$ cat src/rtl/word_packer_if.sv
// word_packer_if: stream bundle around the word packer.
//   cmd_*  : command channel (word count + start, idle indication back)
//   in*    : narrow element stream into the packer (isReady/canReceive)
//   out*   : 64-bit packed word stream out of the packer, with isLast
// Modport slave is the packer's view, modport master is the driver's view.
interface word_packer_if #(
    parameter int ELEM_W = 16,
    parameter int CNT_W  = 16
);
    logic [CNT_W-1:0]  cmd_numWords;
    logic              cmd_start;
    logic              cmd_canReceive;
    logic [ELEM_W-1:0] in;
    logic              in_isReady;
    logic              in_canReceive;
    logic [63:0]       out;
    logic              out_isReady;
    logic              out_canReceive;
    logic              out_isLast;

    modport slave (
        input  cmd_numWords, cmd_start, in, in_isReady, out_canReceive,
        output cmd_canReceive, in_canReceive, out, out_isReady, out_isLast
    );

    modport master (
        output cmd_numWords, cmd_start, in, in_isReady, out_canReceive,
        input  cmd_canReceive, in_canReceive, out, out_isReady, out_isLast
    );
endinterface

$ cat src/rtl/word_packer.sv
// word_packer: gathers ELEM_W-bit elements LSB-first into 64-bit words and
// emits a counted burst of words, flagging the final one with out_isLast.
// Ports:
//   clk  - rising-edge clock
//   rst  - asynchronous active-low reset
//   bus  - word_packer_if.slave: command, element input and word output
//          streams (see interface for signal list)
module word_packer #(
    parameter int ELEM_W = 16,
    parameter int CNT_W  = 16
) (
    input  logic          clk,
    input  logic          rst,
    word_packer_if.slave  bus
);
    localparam int K    = 64 / ELEM_W;
    localparam int FC_W = (K > 1) ? $clog2(K) : 1;
    localparam logic [FC_W-1:0] LAST_SLOT = FC_W'(K - 1);

    typedef enum logic [1:0] {
        IDLE  = 2'd0,
        FILL  = 2'd1,
        DRAIN = 2'd2
    } state_t;

    state_t            state_q, state_d;
    logic [FC_W-1:0]   fill_cnt;
    logic [CNT_W-1:0]  words_left;
    logic [63:0]       fill_p0;
    logic [63:0]       fill_nxt;
    logic [63:0]       word_p1;
    logic              vld_p1;
    logic              last_p1;

    logic              in_open;
    logic              in_acc;
    logic              word_done;
    logic              xfer;
    logic              cmd_acc;

    // Handshake decode. The K-th element may only enter when the output
    // register is free or emptying this very cycle, so nothing is overwritten.
    always_comb begin
        in_open   = (state_q == FILL) &&
                    ((fill_cnt != LAST_SLOT) || !vld_p1 || bus.out_canReceive);
        in_acc    = in_open && bus.in_isReady;
        word_done = in_acc && (fill_cnt == LAST_SLOT);
        xfer      = vld_p1 && bus.out_canReceive;
        cmd_acc   = (state_q == IDLE) && !vld_p1 && bus.cmd_start &&
                    (bus.cmd_numWords != '0);
    end

    // Fill buffer with the current element merged into its slot; this is
    // also the completed word when the last slot is being written.
    always_comb begin
        fill_nxt = fill_p0;
        for (int i = 0; i < K; i++) begin
            if (fill_cnt == FC_W'(i)) begin
                fill_nxt[i*ELEM_W +: ELEM_W] = bus.in;
            end
        end
    end

    // Next-state logic. Non-final words keep the FSM in FILL so the stream
    // runs bubble-free; only the final word parks it in DRAIN.
    always_comb begin
        state_d = state_q;
        unique case (state_q)
            IDLE:    if (cmd_acc) state_d = FILL;
            FILL:    if (word_done && (words_left == CNT_W'(1))) state_d = DRAIN;
            DRAIN:   if (xfer) state_d = IDLE;
            default: state_d = IDLE;
        endcase
    end

    always_ff @(posedge clk or negedge rst) begin
        if (!rst) begin
            state_q <= IDLE;
        end else begin
            state_q <= state_d;
        end
    end

    // Stage p0: element accumulation and counters
    always_ff @(posedge clk or negedge rst) begin
        if (!rst) begin
            fill_cnt   <= '0;
            words_left <= '0;
            fill_p0    <= '0;
        end else begin
            if (cmd_acc) begin
                fill_cnt   <= '0;
                words_left <= bus.cmd_numWords;
            end else begin
                if (in_acc) begin
                    fill_cnt <= word_done ? '0 : fill_cnt + FC_W'(1);
                end
                if (word_done && (words_left != '0)) begin
                    words_left <= words_left - CNT_W'(1);
                end
            end
            if (in_acc) begin
                fill_p0 <= fill_nxt;
            end
        end
    end

    // Stage p1: output word register; zeroed on transfer so out reads 0
    // whenever nothing is presented.
    always_ff @(posedge clk or negedge rst) begin
        if (!rst) begin
            word_p1 <= '0;
            vld_p1  <= 1'b0;
            last_p1 <= 1'b0;
        end else if (word_done) begin
            word_p1 <= fill_nxt;
            vld_p1  <= 1'b1;
            last_p1 <= (words_left == CNT_W'(1));
        end else if (xfer) begin
            word_p1 <= '0;
            vld_p1  <= 1'b0;
            last_p1 <= 1'b0;
        end
    end

    assign bus.cmd_canReceive = (state_q == IDLE) && !vld_p1;
    assign bus.in_canReceive  = in_open;
    assign bus.out            = word_p1;
    assign bus.out_isReady    = vld_p1;
    assign bus.out_isLast     = vld_p1 && last_p1;

endmodule

$ cat src/flat_wrapper.sv
// flat-port wrapper written by rule: the top's interface ports become plain ports
module word_packer_flat 
#(
    parameter int ELEM_W = 16,
    parameter int CNT_W  = 16
)
  (clk, rst, bus_cmd_numWords, bus_cmd_start, bus_in, bus_in_isReady, bus_out_canReceive, bus_cmd_canReceive, bus_in_canReceive, bus_out, bus_out_isReady, bus_out_isLast);
  word_packer_if #(.ELEM_W(ELEM_W), .CNT_W(CNT_W)) bus_i ();
  input  logic clk;
  input  logic rst;
  input wire logic [$bits(bus_i.cmd_numWords)-1:0] bus_cmd_numWords;
  input wire logic [$bits(bus_i.cmd_start)-1:0] bus_cmd_start;
  input wire logic [$bits(bus_i.in)-1:0] bus_in;
  input wire logic [$bits(bus_i.in_isReady)-1:0] bus_in_isReady;
  input wire logic [$bits(bus_i.out_canReceive)-1:0] bus_out_canReceive;
  output wire logic [$bits(bus_i.cmd_canReceive)-1:0] bus_cmd_canReceive;
  output wire logic [$bits(bus_i.in_canReceive)-1:0] bus_in_canReceive;
  output wire logic [$bits(bus_i.out)-1:0] bus_out;
  output wire logic [$bits(bus_i.out_isReady)-1:0] bus_out_isReady;
  output wire logic [$bits(bus_i.out_isLast)-1:0] bus_out_isLast;
  assign bus_i.cmd_numWords = bus_cmd_numWords;
  assign bus_i.cmd_start = bus_cmd_start;
  assign bus_i.in = bus_in;
  assign bus_i.in_isReady = bus_in_isReady;
  assign bus_i.out_canReceive = bus_out_canReceive;
  assign bus_cmd_canReceive = bus_i.cmd_canReceive;
  assign bus_in_canReceive = bus_i.in_canReceive;
  assign bus_out = bus_i.out;
  assign bus_out_isReady = bus_i.out_isReady;
  assign bus_out_isLast = bus_i.out_isLast;
  word_packer #(.ELEM_W(ELEM_W), .CNT_W(CNT_W)) u_core (.clk(clk), .rst(rst), .bus(bus_i));
endmodule
$ cat config.mk
export PLATFORM = sky130hd
export DESIGN_NAME = word_packer_flat
export DESIGN_NICKNAME = d
export VERILOG_FILES = /design/src/rtl/word_packer_if.sv /design/src/rtl/word_packer.sv /design/src/flat_wrapper.sv
export SDC_FILE = /design/constraint.sdc
export NUM_CORES = 1
export LEC_CHECK = 0
export ABC_CLOCK_PERIOD_IN_PS = 5100
export CAP_MARGIN = 20
export CELL_PAD_IN_SITES_DETAIL_PLACEMENT = 1
export CELL_PAD_IN_SITES_GLOBAL_PLACEMENT = 2
export CORE_MARGIN = 5
export CORE_UTILIZATION = 37
export CTS_CLUSTER_SIZE = 12
export DETAILED_ROUTE_END_ITERATION = 6
export PLACE_DENSITY = 0.86
export SYNTH_ARGS = -nofsm -noshare
export SYNTH_HDL_FRONTEND = slang
export SYNTH_SLANG_ARGS = --single-unit
$ cat constraint.sdc
create_clock -name clk -period 5.1 [get_ports clk]
set_clock_uncertainty 0.1 [all_clocks]
set_input_delay 1.02 -clock clk [delete_from_list [all_inputs] [get_ports clk]]
set_output_delay 1.02 -clock clk [all_outputs]
set_load 0.02 [all_outputs]
[After elaboration in Yosys (flattened, before gate mapping)]
Cells that the tools add are included.
Word-level totals
  output and inout bits: 68
  input port bits: 37
  logic and storage cells: 58
  register bits after elaboration: 150
Cells by class
  eq/ne operators: 10
  add/sub/neg operators: 2
  reduce and logical (&&, ||, !) cells: 21
  multiplexer cells: 18
Operators with widths (count)
  64-bit two-way mux: 2
  16-bit two-way mux: 6
  16-bit nonzero test: 2
  16-bit by 1-bit == test with 1-bit output, second input constant: 1
  16-bit by 1-bit subtractor with 16-bit output, second input constant: 1
  2-bit two-way mux: 6
  1-bit logical AND: 10
  2-bit == test, second input constant: 3
  2-bit one-hot mux with 3 select lines: 1
  2-bit nonzero test: 3
  2-bit by 1-bit == test with 1-bit output, second input constant: 2
  2-bit logical NOT: 2
  2-bit by 1-bit inequality test with 1-bit output, second input constant: 2
  2-bit inequality test, second input constant: 2
  1-bit two-way mux: 3
  3-bit AND reduction: 1
  2-bit by 1-bit adder with 2-bit output, second input constant: 1
  1-bit logical OR: 2
  1-bit logical NOT: 1

[Logic depth before layout (Yosys ltp)]
Gate-level depths: netlist (run 1).
  depth in word-level cells: 9
  mapped depth: 8
  gate-level depth less buffers: 7

[Worst setup path after synthesis (run 1)]
Ideal clock, no wire load.
  path kind: in2reg
  start: input bus_out_canReceive
  end: register u_core.fill_p0[38]
  stages on the path: 7
  buffers on the path: 2
  setup time: 125 ps
  data arrival time: 2543 ps
  required time: 4875 ps
  path slack: 2332 ps
  cell sequence: nor2b_1 > a21oi_1 > and2_1 > clkbuf_1 > nand2_1 > buf_2 > mux2_2
Between the ends
  longest elaborated chain between the ends: 3
Ends and longest elaborated chain
  start, declared: line flat_wrapper.sv:15  | input wire logic [$bits(bus_i.out_canReceive)-1:0] bus_out_canReceive;
  1-bit logical OR: line word_packer.sv:45  | ((fill_cnt != LAST_SLOT) || !vld_p1 || bus.out_canReceive);
  1-bit logical AND: line word_packer.sv:44  | in_open = (state_q == FILL) &&
  net bus_in_canReceive: line flat_wrapper.sv:17  | output wire logic [$bits(bus_i.in_canReceive)-1:0] bus_in_canReceive;
  1-bit logical AND: line word_packer.sv:46  | in_acc = in_open && bus.in_isReady;
  end signal, assigned: line word_packer.sv:103  | fill_p0 <= fill_nxt;
  end, declared: line word_packer.sv:29  | logic [63:0] fill_p0;
The timed path passes the listed nets, and every way through them passes these cells.
A chain may end at the register's enable or synchronous reset.

[Worst setup path in the final report (run 1)]
  start: input bus_out_canReceive
  end: output bus_in_canReceive
Between the ends
  longest elaborated chain between the ends: 2
Ends and longest elaborated chain (line)
  1-bit logical OR: word_packer.sv:45
  1-bit logical AND: word_packer.sv:44
  end, declared: flat_wrapper.sv:17
No other way between the ends.

==> results.txt, run 1 <==
----------------------------------------------------
[Timing]
  Relative slew slack ... 27.7%
  Post-route fraction of the period consumed by the critical path ... 71.6%
  Measured slew at the worst slew-check pin ... 1.08 ns
  Slack of the critical path ... 1.45 ns
  Fin. Hold Viols ... 0
  Unrepaired setup endpoints after global routing ... false
  Final setup vio count ... 0
  Max Slew Vio Count ... 0
  Minimum clock period ... 3.65 ns
  Maximum clock frequency ... 274 MHz
  Post-Route Setup TNS ... 0 ns

[Worst setup path]
  Largest incremental delay on the critical path ... 0.63 ns
  Startpoint types ... primary input
  Cell type group with the largest total delay on the critical path ... buffers and inverters
  Worst reg2reg path startpoint ... u_core.fill_cnt[0]
  Kind of capture point of the worst setup path ... primary output
  Critical path buffers and inverters ... 2
  Cell seen most often among critical-path stages ... sky130_fd_sc_hd__clkdlybuf4s50_1
  Required @ worst endpoint ... 3.98 ns
  Worst-path maximum fanout ... 4
  Cells along the critical path ... clkdlybuf4s50_1 -> nor2b_1 -> a21oi_1 -> clkdlybuf4s50_1
  Data arrival, critical path ... 2.53 ns
  Logic depth of the worst register-to-register path ... 4
  Master of the slowest instance on the critical path ... sky130_fd_sc_hd__clkdlybuf4s50_1
  Critical R2R Capture ... u_core.fill_p0[36]
  Flop2flop setup slack ... 2.13 ns
  Worst Setup Path Type ... primary input to primary output

[Min path]
  Worst hold path startpoint ... u_core.bus.out[40]
  Hold endpoint ... u_core.bus.out[40]
  Path category of the worst min-delay check ... flop to flop
  Worst hold stages ... 2

[Pwr]
  Int Power ... 3.32 mW
  P_sw ... 1.83 mW
  Final Power ... 5.14 mW
  Power density over the cells ... 660 nW/um2
  Portion of total power attributed to combinational logic ... 39.3%
  Standby leakage power ... 3.37 nW
  Maximum VDD drop ... 0.264 mV
  Sequential share of power ... 36.6%
  Fraction of power spent switching nets ... 35.5%
  Portion of total power attributed to the clock network ... 24.1%

[Placement]
  HPWL reported at the end of detailed placement ... 10900 um
  Placed Cells ... 824
  Buffers on Ports ... 104
  Worst setup slack before clock tree synthesis ... 1.46 ns
  Gpl congestion ... 0.776

[Layout]
  Antenna diodes ... 0
  Layout net count ... 671
  Final Instance Count excl. Fillers ... 855
  Filler instances ... 1702
  Fraction of final layout cells with drive strength greater than 1 ... 15.2%
  Area growth, synth to finish ... 31.5%

[Clocking]
  Clock tree from TritonCTS ... done
  Post CTS Setup Buffer Count ... 0
  Deepest clock path buffer count ... 2
  Post_cts resized ... 0
  Source-to-sink clock delay at the later pin of the worst-skew pair ... 0.42 ns
  CTS clk-pin slew, worst paths ... 0.06 ns
  Number of buffers added to fix hold violations after cts ... 0
  Master cell of the clock root buffer ... sky130_fd_sc_hd__clkbuf_16
  CTS H-Tree Depth ... 4
  Clock buffer count from CTS ... 17
  Clock sink count ... 134

[Yosys]
  Syn_area_per_cell ... 11.2 um2
  Synth warn ... 0
  Biggest area consumer among synthesized cells ... sky130_fd_sc_hd__dfrtp_1
  Syn Std Cell Area ... 5920 um2
  Count of distinct cell types in the synthesized netlist ... 46
  Register bit count reported by yosys ... 134
  Gate count after technology mapping ... 527
  Seq/Total Area, Yosys ... 56.6%
  Cell types with the largest area share after synthesis ... sky130_fd_sc_hd__dfrtp_1, sky130_fd_sc_hd__mux2_2, sky130_fd_sc_hd__mux2i_1
  Top cell type's share of synthesized area ... 56.6%
  Synth Net Count ... 571

[Run status]
  Result of the run ... finished clean

[Global route]
  Number of antenna violations at the first check in global routing ... 0
  GRT Residual Overflow ... 0
  Overall fraction of global-route tracks in use ... 18.7%
  Number of global-route vias before repair ... 5043
  Global-route wire length before repair ... 27100 um
  Pin count of the biggest net entering global routing ... 98

[Routing]
  Average wire per standard cell ... 19.2 um
  Routed via count ... 4422
  First drt pass iteration count ... 5
  Number of nets with antenna violations after detailed routing ... 0
  Total routed wirelength ... 16400 um
  Number of DRC violations after detailed-routing iteration 0 ... 197
  Number of remaining DRC errors ... 0
  Via-to-Cell Ratio ... 5.17

[Floorplan]
  Starting utilization of the core area ... 37.6%
  Total die area ... 18600 um2
  Chip Height ... 137 um
  Die span in x ... 137 um
  Area of the core region ... 15800 um2
  Ports ... 105
  Number of cell rows ... 46

[Job]
  Max-Cap Viols ... 0

----------------------------------------------------
-- sequential cells by signal, summed over array words and instances, names as in the netlist --
name / flops
u_core.state_q: 2
u_core.fill_p0: 48
u_core.last_p1: 1
u_core.bus.out: 64
u_core.bus.out_isReady: 1
u_core.fill_cnt: 2
u_core.words_left: 16
-- through the flow --
stage / cell area [um2] / util [%] / hold slack, ns
after floorplan: 5920 / - / 0.339
after global placement: 7180 / 45.5 / 0.362
after detailed placement: 7180 / 45.5 / 0.368
after CTS: 7790 / 49.4 / 0.387
after global routing: 7790 / 49.4 / 0.406
final: 7790 / 49.4 / 0.377
-- cells by family (layout without fill, tap and decap cells) --
kind of cell             count (synthesis)  count (layout)  share of synthesized area, %
AND/OR/NAND/NOR                        165             165                          12.6
flip-flops                             134             134                          56.6
buffers and inverters                   37             149                          2.43
AO/OA/AOI/OAI                           83              83                          8.81
multiplexers                           101             101                          18.1
adder cells (fa/ha/maj)                  7               7                          1.48
-- per-layer routing --
| metal | GRT usage, % | routed length [um] |
|---|---|---|
| met2 | 32.0 | 8340 |
| met1 | 23.4 | 7120 |
| met5 | 0 | 0 |
| met4 | 5.94 | 248 |
| met3 | 4.34 | 743 |
-- worst max-delay path by stage --
stage	to	cells past startpoint	start	slack [ns]
detailed placement	bus_in_canReceive	4	bus_out_canReceive	1.46
floorplan	u_core.fill_p0[38]	7	bus_out_canReceive	2.33
global placement	bus_in_canReceive	4	bus_out_canReceive	1.50
CTS	bus_in_canReceive	4	bus_out_canReceive	1.46
finish	bus_in_canReceive	4	bus_out_canReceive	1.45
global route	bus_in_canReceive	4	bus_out_canReceive	1.37
-- cell type report --
| cell class | instances | area (um2) | area share, % |
|---|---|---|---|
| tap | 216 | 270 | 3.47 |
| multi-input combinational | 356 | 2440 | 31.4 |
| clock buffer | 24 | 512 | 6.57 |
| sequential | 134 | 3350 | 43.1 |
| clock inverter | 7 | 92.6 | 1.19 |
| timing repair buffer | 110 | 1090 | 14.0 |
| inverter | 8 | 30.0 | 0.386 |
-- cell usage after synthesis, drive strengths merged --
cell type    n
or4b         1
clkbuf      23
a221o        1
mux2i       52
nand4        2
nor4         7
inv          8
a31o         1
nand4b       1
or3b         1
nor3         4
a211oi       1
nand3b       1
mux2        49
o211ai       7
dfrtp      134
o221a        4
nand2      108
a221oi       1
a22o         2
a22oi        2
o221ai       1
nand2b       3
nand3       10
a21oi        9
buf          6
and3         1
o2bb2ai      1
o21ai       49
o31ai        1
o311ai       1
or2          2
or4          4
nor2b        1
nor2        10
ha           7
or3          5
a21o         2
and2         4
-- power by group through the flow --
stage / registers (mW) / logic [mW] / clock network (mW)
6_report: 1.88 / 2.02 / 1.24
3_5_place_dp: 1.89 / 2.04 / 0
4_1_cts: 1.89 / 2.06 / 1.26
5_1_grt: 1.94 / 2.21 / 1.31
2_1_floorplan: 2.08 / 0.972 / 0
3_3_place_gp: 1.86 / 1.96 / 0
-- worst min-delay path, delay by kind of cell (launching register included) --
family / cells / cell delay [ns]
simple gates: 1 / 0.05
flops: 1 / 0.34
compound gates: 1 / 0.06
-- placed cells by master (no fill, tap or decap), types with 4 or more instances in the layout --
master / instances
sky130_fd_sc_hd__nor4_1: 6
sky130_fd_sc_hd__mux2i_1: 52
sky130_fd_sc_hd__clkbuf_16: 17
sky130_fd_sc_hd__mux2_2: 49
sky130_fd_sc_hd__and2_1: 4
sky130_fd_sc_hd__dfrtp_1: 134
sky130_fd_sc_hd__nand2_1: 108
sky130_fd_sc_hd__buf_4: 6
sky130_fd_sc_hd__nand3_1: 10
sky130_fd_sc_hd__a21oi_1: 7
sky130_fd_sc_hd__o211ai_1: 7
sky130_fd_sc_hd__clkbuf_8: 6
sky130_fd_sc_hd__or3_1: 5
sky130_fd_sc_hd__inv_1: 8
sky130_fd_sc_hd__nor2_1: 10
sky130_fd_sc_hd__ha_1: 7
sky130_fd_sc_hd__o21ai_0: 48
sky130_fd_sc_hd__clkdlybuf4s50_1: 103
Power figures use the tool's default switching activity.
==> run 2: changes to the inputs <==
ABC_CLOCK_PERIOD_IN_PS = 3200   (was 5100)
CORE_UTILIZATION = 31   (was 37)
PLACE_DENSITY = 0.77   (was 0.86)
clock period = 3.2 ns   (was 5.1 ns; I/O delays follow)
==> run 2 against run 1 <==
Compared with the run above:
- setup slack lost 1.1 ns
- non-clock buffer count increased by 10
- sequential share of layout area down 0.98 points
- final cell count rose by 3.4%
- via count is 1.1% higher
- die area is 18% higher
- power increased by 64%
- critical path depth did not move
- core utilization down 6.9 points
- final area up 2.3%
- sequential cell count stayed put
- largest power group unchanged
==> results.txt, run 2 (same netlist as run 1, synthesis figures left out) <==
----------------------------------------------------
[Placement]
  HPWL reported at the end of detailed placement ... 11000 um (+1.4%)
  Gpl congestion ... 0.789 (+1.7%)
  Buffers on Ports ... 104 (unchanged)

[Routing]
  Routed via count ... 4472 (+1.1%)
  First drt pass iteration count ... 4 (-1)
  Total routed wirelength ... 16400 um (-0.30%)
  Average wire per standard cell ... 18.5 um (-3.6%)
  Number of remaining DRC errors ... 0 (unchanged)
  Number of nets with antenna violations after detailed routing ... 0 (unchanged)
  Via-to-Cell Ratio ... 5.06 (-2.2%)
  Number of DRC violations after detailed-routing iteration 0 ... 156 (-21%)

[Floorplan]
  Number of cell rows ... 50 (+8.7%)
  Ports ... 105 (unchanged)
  Starting utilization of the core area ... 31.6% (-6.0 points)
  Die span in x ... 148 um (+8.6%)
  Total die area ... 22000 um2 (+18%)
  Area of the core region ... 18800 um2 (+19%)
  Chip Height ... 148 um (+8.6%)

[Layout]
  Fraction of final layout cells with drive strength greater than 1 ... 16.8% (+1.6 points)
  Number of flip-flops in the largest register ... 64 (unchanged)
  Filler instances ... 2029 (+19%)
  Layout net count ... 681 (+1.5%)
  Antenna diodes ... 0 (unchanged)
  Finished Core Util ... 42.5% (-6.9 points)
  Multi-input gate area in the final layout ... 2440 um2 (unchanged)
  Register area ... 3350 um2 (unchanged)
  Most common cell after layout, fill and taps aside ... sky130_fd_sc_hd__dfrtp_1
  Most frequent cells in the layout ... sky130_fd_sc_hd__dfrtp_1, sky130_fd_sc_hd__nand2_1, sky130_fd_sc_hd__clkdlybuf4s50_1, sky130_fd_sc_hd__mux2i_1, sky130_fd_sc_hd__mux2_2
  Area growth, synth to finish ... 34.5%

[Timing]
  Measured slew at the worst slew-check pin ... 0.741 ns (-0.343 ns)
  Fin. Hold Viols ... 0 (unchanged)
  Worst hold slack ... 0.119 ns (-0.257 ns)
  Minimum clock period ... 2.89 ns
  Post-Route Setup TNS ... 0 ns (unchanged)
  Final setup vio count ... 0 (unchanged)
  Maximum clock frequency ... 346 MHz
  Relative slew slack ... 50.6% (+23 points)
  Max Slew Vio Count ... 0 (unchanged)
  Post-route fraction of the period consumed by the critical path ... 90.2%
  Unrepaired setup endpoints after global routing ... false

[Clocking]
  Clock tree from TritonCTS ... done
  CTS clk-pin slew, worst paths ... 0.06 ns (about the same)
  Source-to-sink clock delay at the later pin of the worst-skew pair ... 0.42 ns (about the same)
  Master cell of the clock root buffer ... sky130_fd_sc_hd__clkbuf_16
  Post_cts resized ... 0 (unchanged)
  Clock buffer count from CTS ... 17 (unchanged)
  Deepest clock path buffer count ... 2 (unchanged)
  CTS H-Tree Depth ... 4 (unchanged)
  Number of buffers added to fix hold violations after cts ... 0 (unchanged)
  Post CTS Setup Buffer Count ... 0 (unchanged)
  Clock sink count ... 134 (unchanged)

[Run status]
  Result of the run ... finished clean

[Global route]
  Number of global-route vias before repair ... 4944 (-2.0%)
  Number of antenna violations at the first check in global routing ... 0 (unchanged)
  Global-route wire length before repair ... 26700 um (-1.5%)
  Overall fraction of global-route tracks in use ... 15.5% (-3.2 points)
  Pin count of the biggest net entering global routing ... 66 (-33%)
  GRT Residual Overflow ... 0 (unchanged)

[Worst setup path]
  Data arrival, critical path ... 2.15 ns (-0.38 ns)
  Worst Setup Path Type ... primary input to primary output
  Flop2flop setup slack ... 0.60 ns (-1.53 ns)
  Cell seen most often among critical-path stages ... sky130_fd_sc_hd__clkdlybuf4s50_1
  Cells along the critical path ... clkdlybuf4s50_1 -> nor2b_1 -> a21oi_1 -> clkdlybuf4s50_1
  Master of the slowest instance on the critical path ... sky130_fd_sc_hd__clkdlybuf4s50_1
  Required @ worst endpoint ... 2.46 ns (-1.52 ns)
  Kind of capture point of the worst setup path ... primary output
  Largest incremental delay on the critical path ... 0.64 ns (about the same)
  Startpoint types ... primary input
  Worst-path maximum fanout ... 4 (unchanged)

[Pwr]
  Maximum VDD drop ... 0.398 mV (+51%)
  Int Power ... 5.50 mW (+66%)
  Portion of total power attributed to combinational logic ... 38.2% (-1.1 points)
  Fraction of power spent switching nets ... 34.8% (-0.74 points)
  Sequential share of power ... 35.4% (-1.2 points)
  Power density over the cells ... 1060 nW/um2 (+60%)
  P_sw ... 2.93 mW (+61%)
  Final Power ... 8.43 mW (+64%)
  Standby leakage power ... 3.44 nW (+2.3%)
  Portion of total power attributed to the clock network ... 26.3% (+2.2 points)

[Min path]
  Path category of the worst min-delay check ... primary input to async pin

[Job]
  Max-Cap Viols ... 0 (unchanged)

----------------------------------------------------
## run 2: worst max-delay path, delay by kind of cell
family	cells	cell delay [ns]
compound gates	1	0.20
simple gates	1	0.12
buf+inv	2	1.19
## run 2: final cells by class
cell class / instances / share of cell area, %
Clock inverter: 15 / 3.14
Timing Repair Buffer: 120 / 14.7
Tap cell: 234 / 3.67
Inverter: 8 / 0.377
Sequential cell: 134 / 42.1
Clock buffer: 17 / 5.34
Multi-Input combinational cell: 356 / 30.6
## run 2: power groups by stage
stage,registers (mW),clock network (mW),logic [mW]
after global placement,2.96,0,3.17
final,2.99,2.22,3.22
after detailed placement,3.01,0,3.27
after global routing,3.08,2.34,3.55
after floorplan,3.31,0,1.55
after CTS,2.99,2.27,3.29
## run 2: per-layer routing
layer,GRT usage [%],vias to the layer above,wire length [um]
li1,-,2077,-
met1,19.0,2294,7210
met2,26.9,89,8300
met3,3.90,12,731
met4,4.43,0,155
met5,0,-,0
## run 2: path summary, 6_finish.rpt
check / from / end / cells after the start
min: rst / u_core.bus.out[60] / 1
min reg2reg: u_core.bus.out[7] / u_core.bus.out[7] / 2
max in group asynchronous: rst / u_core.words_left[15] / 2
min in group clk: u_core.bus.out[7] / u_core.bus.out[7] / 2
max reg2reg: u_core.words_left[6] / u_core.words_left[11] / 5
max: bus_out_canReceive / bus_in_canReceive / 4
## run 2: stage by stage
| stage | std cells | area [um2] | worst slack, ns |
|---|---|---|---|
| floorplan | 527 | 5920 | 0.812 |
| global placement | 852 | 7290 | 0.343 |
| detailed placement | 852 | 7290 | 0.230 |
| CTS | 884 | 7970 | 0.288 |
| global route | 884 | 7970 | 0.223 |
| finish | 884 | 7970 | 0.313 |
